--- src/rtl/nibble_capture_pkg.sv ---
// Shared types and default sizing for the nibble capture bank.
// Latency: n/a (declarations only).
// Backpressure: n/a. Optional macro used by the bank: NIBBLE_CAPTURE_BANK_PARITY_EN.
package nibble_capture_pkg;

  localparam int NCB_WIDTH_DEF = 4;
  localparam int NCB_DEPTH_DEF = 4;

  typedef enum logic [1:0] {
    EMPTY = 2'd0,
    FILL  = 2'd1,
    FULL  = 2'd2
  } ncb_state_e;

endpackage

--- src/rtl/nibble_capture_ctrl.sv ---
// Fill controller: EMPTY/FILL/FULL state, write pointer, entry count, handshake flags.
// Latency: accept -> count/wptr update next cycle; DEPTH-th accept -> out_valid next cycle.
// Backpressure: in_ready drops while FULL until out_ack; flush overrides accept and ack.
module nibble_capture_ctrl
  import nibble_capture_pkg::*;
#(
  parameter int DEPTH = NCB_DEPTH_DEF
) (
  input  logic                       clk_i,
  input  logic                       rst_i,
  input  logic                       in_valid_i,
  input  logic                       flush_i,
  input  logic                       out_ack_i,
  output logic                       in_ready_o,
  output logic                       out_valid_o,
  output logic                       wr_en_o,
  output logic [$clog2(DEPTH)-1:0]   wptr_o,
  output logic [$clog2(DEPTH):0]     count_o
);

  localparam int AW = $clog2(DEPTH);
  localparam int CW = AW + 1;
  localparam logic [CW-1:0] LAST = CW'(DEPTH - 1);

  ncb_state_e      state_q;
  logic [AW-1:0]   wptr_q;
  logic [AW-1:0]   wptr_d;
  logic [CW-1:0]   count_q;
  logic [CW-1:0]   count_d;
  logic            in_ready_q;
  logic            out_valid_q;

  // in_ready_q is only high outside FULL, so this is the whole accept rule
  assign wr_en_o = in_valid_i && in_ready_q && !flush_i;

  // Pointer wraps to 0 naturally after the last entry because DEPTH is a power of two
  assign wptr_d  = wptr_q + AW'(1);
  assign count_d = count_q + CW'(1);

  // State machine with registered handshake outputs; flush behaves like a soft reset
  always_ff @(posedge clk_i or posedge rst_i) begin
    if (rst_i) begin
      state_q     <= EMPTY;
      wptr_q      <= '0;
      count_q     <= '0;
      in_ready_q  <= 1'b1;
      out_valid_q <= 1'b0;
    end else if (flush_i) begin
      state_q     <= EMPTY;
      wptr_q      <= '0;
      count_q     <= '0;
      in_ready_q  <= 1'b1;
      out_valid_q <= 1'b0;
    end else begin
      case (state_q)
        EMPTY, FILL: begin
          if (wr_en_o) begin
            wptr_q  <= wptr_d;
            count_q <= count_d;
            if (count_q == LAST) begin
              state_q     <= FULL;
              in_ready_q  <= 1'b0;
              out_valid_q <= 1'b1;
            end else begin
              state_q <= FILL;
            end
          end
        end
        FULL: begin
          if (out_ack_i) begin
            state_q     <= EMPTY;
            wptr_q      <= '0;
            count_q     <= '0;
            in_ready_q  <= 1'b1;
            out_valid_q <= 1'b0;
          end
        end
        default: begin
          state_q     <= EMPTY;
          wptr_q      <= '0;
          count_q     <= '0;
          in_ready_q  <= 1'b1;
          out_valid_q <= 1'b0;
        end
      endcase
    end
  end

  assign in_ready_o  = in_ready_q;
  assign out_valid_o = out_valid_q;
  assign wptr_o      = wptr_q;
  assign count_o     = count_q;

endmodule

--- src/rtl/nibble_capture_bank.sv ---
// Captures DEPTH producer words into a bank, presents them flat when full, plus a random-read port.
// Latency: out_valid the cycle after the DEPTH-th accept; rd_data one cycle after rd_addr.
// Backpressure: in_ready low while full until out_ack. Optional NIBBLE_CAPTURE_BANK_PARITY_EN adds out_parity.
module nibble_capture_bank
  import nibble_capture_pkg::*;
#(
  parameter int WIDTH = NCB_WIDTH_DEF,
  parameter int DEPTH = NCB_DEPTH_DEF
) (
  input  logic                       clk,
  input  logic                       rst,
  input  logic [WIDTH-1:0]           in_data,
  input  logic                       in_valid,
  output logic                       in_ready,
  input  logic                       flush,
  output logic [DEPTH*WIDTH-1:0]     out_flat,
  output logic                       out_valid,
  input  logic                       out_ack,
  output logic [$clog2(DEPTH):0]     count,
  input  logic [$clog2(DEPTH)-1:0]   rd_addr,
  output logic [WIDTH-1:0]           rd_data
`ifdef NIBBLE_CAPTURE_BANK_PARITY_EN
  ,
  output logic [DEPTH-1:0]           out_parity
`endif
);

  localparam int AW = $clog2(DEPTH);

  logic [WIDTH-1:0] v [DEPTH-1:0];
  logic [WIDTH-1:0] rd_data_q;
  logic             wr_en;
  logic [AW-1:0]    wptr;

  nibble_capture_ctrl #(
    .DEPTH (DEPTH)
  ) u_ctrl (
    .clk_i       (clk),
    .rst_i       (rst),
    .in_valid_i  (in_valid),
    .flush_i     (flush),
    .out_ack_i   (out_ack),
    .in_ready_o  (in_ready),
    .out_valid_o (out_valid),
    .wr_en_o     (wr_en),
    .wptr_o      (wptr),
    .count_o     (count)
  );

  // Entry storage: only accepts write; flush and ack leave contents alone
  always_ff @(posedge clk or posedge rst) begin
    if (rst) begin
      for (int i = 0; i < DEPTH; i++) begin
        v[i] <= '0;
      end
    end else if (wr_en) begin
      v[wptr] <= in_data;
    end
  end

  // Registered random read; a same-cycle write is not bypassed, so the old value is returned
  always_ff @(posedge clk or posedge rst) begin
    if (rst) begin
      rd_data_q <= '0;
    end else begin
      rd_data_q <= v[rd_addr];
    end
  end

  assign rd_data = rd_data_q;

  // Flat view is always live; consumers qualify it with out_valid
  for (genvar g = 0; g < DEPTH; g++) begin : g_flat
    assign out_flat[g*WIDTH +: WIDTH] = v[g];
  end

`ifdef NIBBLE_CAPTURE_BANK_PARITY_EN
  logic [DEPTH-1:0] par_q;

  // Even-parity bit captured alongside each accepted word
  always_ff @(posedge clk or posedge rst) begin
    if (rst) begin
      par_q <= '0;
    end else if (wr_en) begin
      par_q[wptr] <= ^in_data;
    end
  end

  assign out_parity = par_q;
`endif

endmodule
--- config.mk ---
export PLATFORM = sky130hd
export DESIGN_NAME = nibble_capture_bank
export DESIGN_NICKNAME = d
export VERILOG_FILES = /design/src/rtl/nibble_capture_pkg.sv /design/src/rtl/nibble_capture_ctrl.sv /design/src/rtl/nibble_capture_bank.sv
export SDC_FILE = /design/constraint.sdc
export NUM_CORES = 1
export LEC_CHECK = 0
export ABC_AREA = 1
export CORE_ASPECT_RATIO = 0.8
export CORE_MARGIN = 4
export CORE_UTILIZATION = 45
export DETAILED_ROUTE_END_ITERATION = 10
export PLACE_DENSITY = 0.74
export SYNTH_ARGS = -nofsm -noshare
export SYNTH_HDL_FRONTEND = slang
export SYNTH_SLANG_ARGS = --single-unit
--- constraint.sdc ---
create_clock -name clk -period 2.3 [get_ports clk]
set_input_delay 0.345 -clock clk [delete_from_list [all_inputs] [get_ports clk]]
set_output_delay 0.345 -clock clk [all_outputs]
set_load 0.02 [all_outputs]
==> impl_metrics.toml <==
[outcome]
status = "finished, final reports clean"

[pwr]
peakVddDrop_mv = 0.527
p_leak_nw = 0.903
power_density_nw_per_um2 = 1150

[sta]
drv_slew = 0
setup_violations = 0
whs_ns = 0.438
skew_ns = 0.00411
max_clock_freq_mhz = 552
setup_ws_ns = 0.489
finalHoldViolCount = 0
fin_crit_ns = 1.81
setup_tns_ns = 0
worst_pin_slew_ns = 0.470
maxSlewHeadroom_pct = 68.6
timing.final.crit_share_pct = 78.7
rsz0062_at_grt = "no"

[drt]
drc = 0
vias = 1165
drt_first_pass_iters = 4
routed_wl_um = 3070
ant_nets = 0
drt_iter0_drc = 67
routedWlPerCell_um = 12.7
viasPerCell = 4.83

[worst_setup_path]
worst-path-buf-inv = 1
cp_cell_sequence = "clkdlybuf4s50_1"
path_max_fanout = 4
cp.arrival_ns = 1.47
required_ns = 1.96
crit_path_top_delay_cell = "clkdlybuf4s50_1"
worst_setup_path_start_kind = "flop"
cp-end-kind = "output pin"
crit_type = "reg2out"
max_stage_delay_ns = 0.62
crit_start = "u_ctrl.in_ready_o"
crit_family = "buffers and inverters"
r2r_start = "u_ctrl.count_o[0]"

[clock_network]
root_buffer = "clkbuf_8"
cts_hold_buffers = 0
clk-insertion-delay-late_ns = 0.27
clkTransAtPathRegs_ns = 0.06
cts.sinks = 29
htreeDepth = 2
postCtsSetupBuffers = 0
cts_resized = 0
cts_buffers = 5
cts_tree = "yes"
cts_max_path_buffers = 2

[place]
post-place-ws_ns = 0.641
gp_congestion = 0.749
hpwl_um = 2410
port-buffer-count = 35

[final_layout]
multiInputGateArea_um2 = 584
final_common_cell = "nand2_1"
nets = 220
layout_common_cells = "nand2_1, clkdlybuf4s50_1, dfrtp_1, o21ai_0, inv_1"
regArea_um2 = 727
area_delta_synth_final_pct = 33.8
num_antenna_cells = 0
n_fill_cell = 240
drive_gt1_share_pct = 8.87

[floorplan]
core_area_um2 = 2870
die_y_um = 58
rows = 17
ios = 36
die_x_um = 70.5
start_util_pct = 49.0
dieArea_um2 = 4090

[logic_synthesis]
avgSynthCellArea_um2 = 8.68
yosysWarnings = 0
synth_area_leaders = "dfrtp_1, nand2_1, o21ai_0"
synth.cell_area_um2 = 1410
ys_seq_elements = 29
synth_top_area_share_pct = 49.8
synth_seq_area_share_pct = 51.7
synth_nets = 179
synth_cells = 162
synth_cell_types = 20
synth_top_area_cell = "dfrtp_1"

[grt]
grt_first_pass_wirelength_um = 5240
grt_pass1_vias = 1109
antenna_found_initial = 0
grt_start_max_net_pins = 30
grt_usage_pct = 16.5
grt_overflow = 0

[min_path]
min_path_type = "in2async"

[job]
max-cap-violations = 0
==> flip-flops by register name, summed over array words and instances, names as in the netlist <==
| signal | count |
|---|---|
| out_flat | 16 |
| rd_data | 4 |
| u_ctrl.state_q | 2 |
| u_ctrl.wptr_o | 2 |
| u_ctrl.count_o | 3 |
| u_ctrl.out_valid_o | 1 |
| u_ctrl.in_ready_o | 1 |
==> where the power goes <==
part / internal (mW) / switching, mW / total, mW
Clock: 0.237 / 0.173 / 0.409
Combinational: 0.414 / 0.515 / 0.930
Sequential: 0.699 / 0.124 / 0.823
==> final timing paths <==
check	to	slack, ns	cells past startpoint
min in group clk	u_ctrl.out_valid_o	0.48	2
min	u_ctrl.state_q[1]	0.44	3
max reg2reg	u_ctrl.out_valid_o	0.95	7
max in group asynchronous	u_ctrl.in_ready_o	1.55	3
min reg2reg	u_ctrl.out_valid_o	0.48	2
max	in_ready	0.49	1
==> cell usage after synthesis <==
cell type,count
o21ai_1,1
nor2_4,3
nor2_8,1
nand3_1,3
nor2_2,1
inv_2,1
nand3_4,1
inv_1,20
ha_1,6
buf_6,1
o211ai_1,4
nor2_1,4
nand2_4,1
dfrtp_1,28
nand2_1,58
nand2_2,2
o21ai_0,24
dfstp_2,1
buf_2,1
a21oi_1,1
==> cell type report <==
| cell class | count | area share (%) |
|---|---|---|
| timing repair buffer | 36 | 19.0 |
| multi-input combinational | 110 | 31.1 |
| inverter | 21 | 4.19 |
| clock buffer | 7 | 4.59 |
| sequential | 29 | 38.6 |
| tap | 38 | 2.53 |
==> metrics by stage <==
step | std cells | cell area (um^2) | total power [mW] | util [%]
finish | 241 | 1880 | 2.16 | 65.5
global route | 241 | 1880 | 2.31 | 65.5
global placement | 234 | 1800 | 1.75 | 62.5
floorplan | 162 | 1410 | 1.30 | -
CTS | 241 | 1880 | 2.18 | 65.5
detailed placement | 234 | 1800 | 1.77 | 62.5
==> logic make-up after synthesis <==
kind of cell	count (synthesis)	synth area share [%]
AOI/OAI and AO/OA	30	11.4
adders and majority gates	6	5.34
buffers and inverters	23	6.76
DFF	29	51.7
and+or+nand+nor	74	24.8
==> layer usage <==
metal	track usage (%)	vias up	share of wire [%]
met3	5.20	5	6.0
met4	6.83	0	1.1
met5	0	-	0
li1	-	595	-
met1	21.9	534	45
met2	25.2	31	47
Power figures use the tool's default switching activity.
